File: src/rtl/antares_lsu_if.sv
// Data-port bus between the LSU (master) and the data memory/bus fabric (slave).
interface antares_lsu_if;
  logic [31:0] dport_address;
  logic [31:0] dport_data_o;
  logic [3:0]  dport_wr;
  logic        dport_enable;
  logic [31:0] dport_data_i;
  logic        dport_ready;
  logic        dport_error;

  modport master (
    output dport_address, dport_data_o, dport_wr, dport_enable,
    input  dport_data_i, dport_ready, dport_error
  );

  modport slave (
    input  dport_address, dport_data_o, dport_wr, dport_enable,
    output dport_data_i, dport_ready, dport_error
  );
endinterface

File: src/rtl/antares_lsu.sv
// Single-outstanding big-endian load/store unit between the MEM stage and the data port.
// Optional bus timeout abort is enabled by defining ANTARES_LSU_TIMEOUT_EN.
module antares_lsu #(
  parameter int unsigned TIMEOUT_CYCLES = 255
) (
  input  logic          clk,
  input  logic          rst,
  input  logic [31:0]   mem_address,
  input  logic [31:0]   mem_store_data,
  input  logic          mem_read,
  input  logic          mem_write,
  input  logic          mem_byte,
  input  logic          mem_halfword,
  input  logic          mem_sign_extend,
  input  logic          mem_stall,
  input  logic          mem_flush,
  output logic [31:0]   mem_read_data,
  output logic          mem_request_stall,
  output logic          exc_address_l_mem,
  output logic          exc_address_s_mem,
  output logic          exc_bus_error,
  antares_lsu_if.master dport
);

  typedef enum logic [1:0] {IDLE, BUSY, DONE} state_e;
  state_e state_q, state_d;

  logic        misaligned, start, flush_now, timeout;
  logic [31:0] addr_q, addr_d, wdata_q, wdata_d, rdata_q, rdata_d, load_val;
  logic [3:0]  wr_q, wr_d;
  logic [1:0]  lane_q, lane_d;
  logic        byte_q, byte_d, half_q, half_d, sext_q, sext_d, load_q, load_d;
  logic        flushed_q, flushed_d, berr_q, berr_d;
  logic [7:0]  lane_b;
  logic [15:0] lane_h;
  logic        unused_store_hi;

  assign misaligned = (mem_halfword & mem_address[0])
                    | (~mem_byte & ~mem_halfword & (mem_address[1:0] != 2'b00));
  assign exc_address_l_mem = mem_read & misaligned;
  assign exc_address_s_mem = mem_write & misaligned;
  assign start      = (state_q == IDLE) & (mem_read | mem_write) & ~misaligned & ~mem_flush;
  assign flush_now  = flushed_q | mem_flush;
  assign unused_store_hi = ^mem_store_data[31:16];

`ifdef ANTARES_LSU_TIMEOUT_EN
  localparam int unsigned CntW = (TIMEOUT_CYCLES < 2) ? 1 : $clog2(TIMEOUT_CYCLES);
  logic [CntW-1:0] cnt_q, cnt_d;

  // cnt_q holds the index of the current BUSY cycle; ready on the last one still wins.
  assign timeout = (state_q == BUSY) & ~dport.dport_ready
                 & (cnt_q == CntW'(TIMEOUT_CYCLES - 1));

  always_comb begin
    cnt_d = cnt_q;
    if (start)                 cnt_d = '0;
    else if (state_q == BUSY)  cnt_d = cnt_q + 1'b1;
  end

  always_ff @(posedge clk) begin
    if (rst) cnt_q <= '0;
    else     cnt_q <= cnt_d;
  end
`else
  localparam int unsigned unused_timeout = TIMEOUT_CYCLES;
  assign timeout = 1'b0;
`endif

  always_ff @(posedge clk) begin
    if (rst) state_q <= IDLE;
    else     state_q <= state_d;
  end

  always_comb begin
    state_d = state_q;
    unique case (state_q)
      IDLE:    if (start) state_d = BUSY;
      BUSY:    if (dport.dport_ready || timeout) state_d = flush_now ? IDLE : DONE;
      DONE:    if (!mem_stall) state_d = IDLE;
      default: state_d = IDLE;
    endcase
  end

  always_comb begin
    mem_request_stall  = start | (state_q == BUSY);
    dport.dport_enable = (state_q == BUSY);
  end

  assign dport.dport_address = addr_q;
  assign dport.dport_data_o  = wdata_q;
  assign dport.dport_wr      = wr_q;
  assign mem_read_data       = rdata_q;
  assign exc_bus_error       = berr_q;

  always_comb begin
    unique case (lane_q)
      2'd0:    lane_b = dport.dport_data_i[31:24];
      2'd1:    lane_b = dport.dport_data_i[23:16];
      2'd2:    lane_b = dport.dport_data_i[15:8];
      default: lane_b = dport.dport_data_i[7:0];
    endcase
    lane_h = lane_q[1] ? dport.dport_data_i[15:0] : dport.dport_data_i[31:16];
    if (byte_q)      load_val = {{24{sext_q & lane_b[7]}}, lane_b};
    else if (half_q) load_val = {{16{sext_q & lane_h[15]}}, lane_h};
    else             load_val = dport.dport_data_i;
  end

  always_comb begin
    addr_d    = addr_q;
    wdata_d   = wdata_q;
    wr_d      = wr_q;
    lane_d    = lane_q;
    byte_d    = byte_q;
    half_d    = half_q;
    sext_d    = sext_q;
    load_d    = load_q;
    flushed_d = flushed_q;
    rdata_d   = rdata_q;
    berr_d    = berr_q;
    if (start) begin
      addr_d    = {mem_address[31:2], 2'b00};
      lane_d    = mem_address[1:0];
      byte_d    = mem_byte;
      half_d    = mem_halfword;
      sext_d    = mem_sign_extend;
      load_d    = mem_read;
      flushed_d = 1'b0;
      if (mem_write) begin
        if (mem_byte) begin
          wr_d    = 4'b1000 >> mem_address[1:0];
          wdata_d = {4{mem_store_data[7:0]}};
        end else if (mem_halfword) begin
          wr_d    = mem_address[1] ? 4'b0011 : 4'b1100;
          wdata_d = {2{mem_store_data[15:0]}};
        end else begin
          wr_d    = '1;
          wdata_d = mem_store_data;
        end
      end else begin
        wr_d    = '0;
        wdata_d = '0;
      end
    end else if ((state_q == BUSY) && mem_flush) begin
      flushed_d = 1'b1;
    end
    // Entering DONE without a clean ready means bus error or timeout.
    if ((state_q == BUSY) && (state_d == DONE)) begin
      if (dport.dport_ready && !dport.dport_error) begin
        if (load_q) rdata_d = load_val;
      end else begin
        berr_d = 1'b1;
      end
    end
    if ((state_q == DONE) && (state_d == IDLE)) berr_d = 1'b0;
  end

  always_ff @(posedge clk) begin
    if (rst) begin
      addr_q    <= '0;
      wdata_q   <= '0;
      wr_q      <= '0;
      lane_q    <= '0;
      byte_q    <= 1'b0;
      half_q    <= 1'b0;
      sext_q    <= 1'b0;
      load_q    <= 1'b0;
      flushed_q <= 1'b0;
      rdata_q   <= '0;
      berr_q    <= 1'b0;
    end else begin
      addr_q    <= addr_d;
      wdata_q   <= wdata_d;
      wr_q      <= wr_d;
      lane_q    <= lane_d;
      byte_q    <= byte_d;
      half_q    <= half_d;
      sext_q    <= sext_d;
      load_q    <= load_d;
      flushed_q <= flushed_d;
      rdata_q   <= rdata_d;
      berr_q    <= berr_d;
    end
  end

endmodule

File: src/flat_wrapper.sv
// flat-port wrapper written by rule: the top's interface ports become plain ports
module antares_lsu_flat 
#(
  parameter int unsigned TIMEOUT_CYCLES = 255
)
  (clk, rst, mem_address, mem_store_data, mem_read, mem_write, mem_byte, mem_halfword, mem_sign_extend, mem_stall, mem_flush, mem_read_data, mem_request_stall, exc_address_l_mem, exc_address_s_mem, exc_bus_error, dport_dport_address, dport_dport_data_o, dport_dport_wr, dport_dport_enable, dport_dport_data_i, dport_dport_ready, dport_dport_error);
  antares_lsu_if dport_i ();
  input  logic clk;
  input  logic rst;
  input  logic [31:0] mem_address;
  input  logic [31:0] mem_store_data;
  input  logic mem_read;
  input  logic mem_write;
  input  logic mem_byte;
  input  logic mem_halfword;
  input  logic mem_sign_extend;
  input  logic mem_stall;
  input  logic mem_flush;
  output logic [31:0] mem_read_data;
  output logic mem_request_stall;
  output logic exc_address_l_mem;
  output logic exc_address_s_mem;
  output logic exc_bus_error;
  output wire logic [$bits(dport_i.dport_address)-1:0] dport_dport_address;
  output wire logic [$bits(dport_i.dport_data_o)-1:0] dport_dport_data_o;
  output wire logic [$bits(dport_i.dport_wr)-1:0] dport_dport_wr;
  output wire logic [$bits(dport_i.dport_enable)-1:0] dport_dport_enable;
  input wire logic [$bits(dport_i.dport_data_i)-1:0] dport_dport_data_i;
  input wire logic [$bits(dport_i.dport_ready)-1:0] dport_dport_ready;
  input wire logic [$bits(dport_i.dport_error)-1:0] dport_dport_error;
  assign dport_dport_address = dport_i.dport_address;
  assign dport_dport_data_o = dport_i.dport_data_o;
  assign dport_dport_wr = dport_i.dport_wr;
  assign dport_dport_enable = dport_i.dport_enable;
  assign dport_i.dport_data_i = dport_dport_data_i;
  assign dport_i.dport_ready = dport_dport_ready;
  assign dport_i.dport_error = dport_dport_error;
  antares_lsu #(.TIMEOUT_CYCLES(TIMEOUT_CYCLES)) u_core (.clk(clk), .rst(rst), .mem_address(mem_address), .mem_store_data(mem_store_data), .mem_read(mem_read), .mem_write(mem_write), .mem_byte(mem_byte), .mem_halfword(mem_halfword), .mem_sign_extend(mem_sign_extend), .mem_stall(mem_stall), .mem_flush(mem_flush), .mem_read_data(mem_read_data), .mem_request_stall(mem_request_stall), .exc_address_l_mem(exc_address_l_mem), .exc_address_s_mem(exc_address_s_mem), .exc_bus_error(exc_bus_error), .dport(dport_i));
endmodule
File: config.mk
export PLATFORM = sky130hd
export DESIGN_NAME = antares_lsu_flat
export DESIGN_NICKNAME = d
export VERILOG_FILES = /design/src/rtl/antares_lsu_if.sv /design/src/rtl/antares_lsu.sv /design/src/flat_wrapper.sv
export SDC_FILE = /design/constraint.sdc
export NUM_CORES = 1
export LEC_CHECK = 0
export CORE_MARGIN = 2
export CORE_UTILIZATION = 35
export CTS_CLUSTER_SIZE = 28
export DETAILED_ROUTE_END_ITERATION = 6
export HOLD_SLACK_MARGIN = 0.08
export PLACE_DENSITY = 0.71
export SYNTH_ARGS = -nofsm -noshare
export SYNTH_HDL_FRONTEND = slang
export SYNTH_SLANG_ARGS = --single-unit
File: constraint.sdc
create_clock -name clk -period 1.5 [get_ports clk]
set_input_delay 0.3 -clock clk [delete_from_list [all_inputs] [get_ports clk]]
set_output_delay 0.3 -clock clk [all_outputs]
set_load 0.05 [all_outputs]
=== Word-level counts from Yosys, hierarchy flattened ===
Index checks and enable logic that the tools add are counted.

* Equality and inequality tests: 5
* Shift operators: 1
* Mux-type cells: 16
* Bitwise logic cells: 19
* Reductions and logical operators: 13

{| class="wikitable"
|+ Operators by type and width
! cell !! count
|-
| $mux W32 || 5
|-
| $pmux W8 S3 || 1
|-
| $mux W16 || 1
|-
| $mux W4 || 4
|-
| $and A1 B1 Y1 || 10
|-
| $mux W2 || 4
|-
| $eq A2 B2 Y1 const B || 3
|-
| $logic_not A2 Y1 || 3
|-
| $pmux W2 S3 || 1
|-
| $not A1 Y1 || 5
|-
| $eq A2 B1 Y1 const B || 2
|-
| $logic_and A1 B1 Y1 || 4
|-
| $or A1 B1 Y1 || 4
|-
| $reduce_or A2 Y1 || 2
|-
| $shr A4 B2 Y4 const A || 1
|-
| $reduce_and A3 Y1 || 1
|-
| $reduce_and A2 Y1 || 1
|-
| $reduce_bool A2 Y1 || 1
|-
| $logic_not A1 Y1 || 1
|}

* Bits in registers: 108
* Input port bits: 107

=== Logic depth before layout (Yosys ltp) ===
* Depth after elaboration: 12
* Mapped depth: 7
* Mapped depth without buffers: 4

=== Worst setup path after synthesis ===
OpenSTA, ideal clock, no wires.

* Kind: input port to output port
* Start point: input port mem_byte
* End point: output port exc_address_l_mem
* Data arrival time: 1.455 ns
* Required time: 1.200 ns
* Path slack: -0.255 ns
* Stages on the path: 6
* Path buffers: 3
* Cell sequence: buf_6 inv_4 o22a_1 buf_6 clkbuf_1 and2_1

* Longest elaborated chain between the ends: 5

{| class="wikitable"
|+ RTL lines
! item !! RTL line !! text
|-
| from (decl) || flat_wrapper.sv:14 || <nowiki>input logic mem_byte;</nowiki>
|-
| $not A1 Y1 || antares_lsu.sv:39 || <nowiki>| (~mem_byte & ~mem_halfword & (mem_address[1:0] != 2'b00));</nowiki>
|-
| $and A1 B1 Y1 (2 in a row) || antares_lsu.sv:39 ||
|-
| $or A1 B1 Y1 || antares_lsu.sv:39 ||
|-
| $and A1 B1 Y1 || antares_lsu.sv:40 || <nowiki>assign exc_address_l_mem = mem_read & misaligned;</nowiki>
|-
| to (decl) || flat_wrapper.sv:21 || <nowiki>output logic exc_address_l_mem;</nowiki>
|}

Every way passes these cells.

=== Final worst setup path ===
* Start point: register u_core.state_q[0]
* End point: output port mem_request_stall

* Longest elaborated chain between the ends: 5
* Elaborated cells on any way between the ends: 6

{| class="wikitable"
|+ RTL lines
! item !! RTL line !! text
|-
| from (decl) || antares_lsu.sv:26 || <nowiki>state_e state_q, state_d;</nowiki>
|-
| from (signal assigned) || antares_lsu.sv:71 || <nowiki>else state_q <= state_d;</nowiki>
|-
| $logic_not A2 Y1 || antares_lsu.sv:42 || <nowiki>assign start = (state_q == IDLE) & (mem_read | mem_write) & ~misaligned & ~mem_flush;</nowiki>
|-
| $and A1 B1 Y1 (3 in a row) || antares_lsu.sv:42 ||
|-
| $or A1 B1 Y1 * || antares_lsu.sv:85 || <nowiki>mem_request_stall = start | (state_q == BUSY);</nowiki>
|-
| to (decl) || flat_wrapper.sv:20 || <nowiki>output logic mem_request_stall;</nowiki>
|}

Mark *: on every way between the ends. The rest lies on a longest branch, timed or not.

==> impl_metrics.ini <==
[outcome]
status = finished, violations left
violations = negative setup slack

[cells_and_area]
final_layout_size_suffix_gt1_frac = 0.330
antenna_cells = 0
finalNetCount = 913
stdcell_count = 991
fin_util = 0.690
final_cell_area_mm2 = 0.00954
area_growth_pct = 93.8
fill_cells = 939

[logic_synthesis]
synth_enable_flop_cells = 0
syn-cell-area_mm2 = 0.00492
yosys.area.top_type = dfxtp_1
synth_seq_cells = 108
synth_cells = 557
synthTopCellsByArea = dfxtp_1 (44%), o21ai_0 (4.7%), a21oi_1 (4.2%)
synthArstFlopShare = 0
yosysSeqAreaShare = 0.439
synth_top_area_frac = 0.439
avgSynthCellArea_um2 = 8.83
synth_cell_type_count = 42
yosys_warnings = 0
ys.flop_type = dfxtp_1

[die]
die_area_mm2 = 0.0150
num_rows = 43
io_pins = 212
die_y_um = 123
design.core.area_mm2 = 0.0138
start_util = 0.356
die_w_um = 123

[worst_setup_path]
critPathRequiredTime_ps = 1200
critPathMaxFanout = 3
path_cells = nor3_4 -> o21a_1 -> nand2_2 -> nand2b_4 -> buf_12
path_class = reg -> out
critPathBufInv = 1
slowest_stage = dfxtp_2
worst_path_largest_cell_delay_ps = 340
worstPathArrival_ps = 1380
end_kind = output pin
reg2reg_from = u_core.state_q[1]$_SDFF_PP0_
cp-start-kind = flip-flop
critPathLaunch = u_core.state_q[0]$_SDFF_PP0_
path_delay_family = simple AND/OR/NAND/NOR gates

[timing]
setup_viol = 38
fmax_ghz = 0.594
fin_worst_skew_ps = 6.78
hold_violations = 0
fin_ws_ps = -183
period_share = 1.12
grt_setup_unrepaired = true
report.final.slew_viol_count = 0
fin_crit_ps = 1680

[placement]
io_buffers = 209
gp_congestion = 0.907
dpl.cell_count = 959
dp_hpwl_um = 13200
pre_cts_ws_ps = -587
placed_area_mm2 = 0.00862

[global_routing]
antenna_found_initial = 0
grt_max_degree = 38
met2_usage = 0.401
top_usage_layer = met2
grt.total_usage = 0.236
gr-total-overflow = 0
use_met1 = 0.288
grt_use_met3 = 0.0572
grt_pass1_vias = 5272
grt_pass1_wl_um = 27700

[pwr]
internal_power_mw = 5.58
total_power_mw = 7.73
powerDensity_mw_per_mm2 = 810
seq_power_share = 0.395
combPwrFrac = 0.250
swShare = 0.278
p_clk_frac = 0.355
p_sw_mw = 2.15
ir_worst_vdd_uv = 530
leakagePower_nw = 3.63

[drt]
via_count = 5501
vias_per_cell = 5.55
wl_um = 19000
wire_per_inst_um = 19.2
drc = 0
final_antenna_net_count = 0
drtIter0Drc = 537
dr.pass1.iters = 5

[cts]
cts.htree.levels = 3
cts_tree = yes
clk-insertion-delay-late_ps = 350
cts_max_path_buffers = 2
clkTransAtPathRegs_ps = 70
cts-root-buf = clkbuf_16
cts_buffers = 9
clkSinkCount = 108

[worst_hold_path]
hold_class = in -> reg
hp-start = mem_read

[job]
cap_violations = 0
[power groups by stage]
stage | combinational [mW] | clock (mW) | sequential, mW
after floorplan | 0.571 | 0 | 3.32
after global placement | 1.73 | 0 | 3.11
after detailed placement | 1.76 | 0 | 3.11
after CTS | 1.82 | 2.77 | 3.05
after global routing | 2.02 | 2.87 | 3.06
final | 1.93 | 2.75 | 3.05
[Yosys cell counts, types with 2 or more instances]
| cell | count |
|---|---|
| buf_2 | 13 |
| buf_1 | 8 |
| a22o_1 | 17 |
| inv_1 | 2 |
| buf_4 | 4 |
| and2_1 | 2 |
| clkbuf_1 | 28 |
| o2bb2ai_1 | 19 |
| a21o_1 | 16 |
| nand3_1 | 36 |
| dfxtp_1 | 108 |
| o21bai_1 | 16 |
| a21oi_1 | 41 |
| nand2b_1 | 3 |
| a311oi_1 | 8 |
| nor2b_1 | 21 |
| a211oi_1 | 26 |
| nand2_1 | 52 |
| o21ai_0 | 46 |
| buf_6 | 3 |
| mux4_2 | 7 |
| a21boi_0 | 5 |
| mux2i_1 | 20 |
| nor2_1 | 38 |
[area by class of cell]
class	instances	area (um^2)	area share
clock buffers	10	229	0.0240
clock inverters	6	111	0.0117
inverters	3	13.8	0.00144
multi-input cells	393	2880	0.302
flip-flops and latches	108	2170	0.228
well taps	180	225	0.0236
repair buffers	291	3910	0.410
[metrics by stage]
| stage | setup TNS (ps) | hold slack [ps] |
|---|---|---|
| after CTS | -475 | 393 |
| final | -2030 | 426 |
| after floorplan | -2040 | 426 |
| after global routing | -4650 | 438 |
| after detailed placement | -47570 | 496 |
| after global placement | -41610 | 470 |
[placed cells by master, fill, tap and decap left out, types with 19 or more instances in the layout]
master           instances
buf_12                 110
dfxtp_1                104
clkdlybuf4s50_1         98
buf_4                   61
nand2_1                 51
o21ai_0                 46
a21oi_1                 40
nor2_1                  37
nand3_1                 36
a211oi_1                20
mux2i_1                 19
[worst min-delay path, stage by stage]
cell and delay, ps:
dlygate4sd2_1 280, nand3_1 90, a21oi_1 60
[routing by layer]
| layer | routed length (um) | vias up |
|---|---|---|
| met5 | 0 | - |
| met4 | 473 | 0 |
| met3 | 1510 | 32 |
| met2 | 9670 | 286 |
| met1 | 7330 | 2651 |
| li1 | - | 2532 |
[cell families after synthesis]
kind of cell	Yosys count	synth area share
DFF	108	0.439
and+or+nand+nor	157	0.150
AOI/OAI and AO/OA	203	0.277
buffers and inverters	60	0.0575
other	1	0.000762
muxes	28	0.0750
[registers in the layout, indices dropped and copies added, names as in the netlist, 2 cells and up]
signal	cells
u_core.lane_q	2
u_core.dport.dport_address	30
u_core.state_q	2
u_core.dport.dport_wr	4
u_core.mem_read_data	32
u_core.dport.dport_data_o	32
[what timing repair did]
item / in CTS / in global routing
gates resized for setup: 28 / 64
gates cloned: 2 / 6
pin swaps: 5 / 15
setup buffers: 5 / 4
endpoints found under the setup margin: 97 / 84
hold buffers: 0 / 0
[worst paths after layout]
check	end	slack, ps	cells after the start
hold reg to reg	u_core.state_q[1]$_SDFF_PP0_	500	1
hold / removal	u_core.load_q$_SDFFE_PP0P_	430	3
setup reg to reg	u_core.dport.dport_data_o[14]$_SDFFE_PP0P_	-80	8
setup / recovery	mem_request_stall	-180	5
Power figures use the tool's default switching activity.
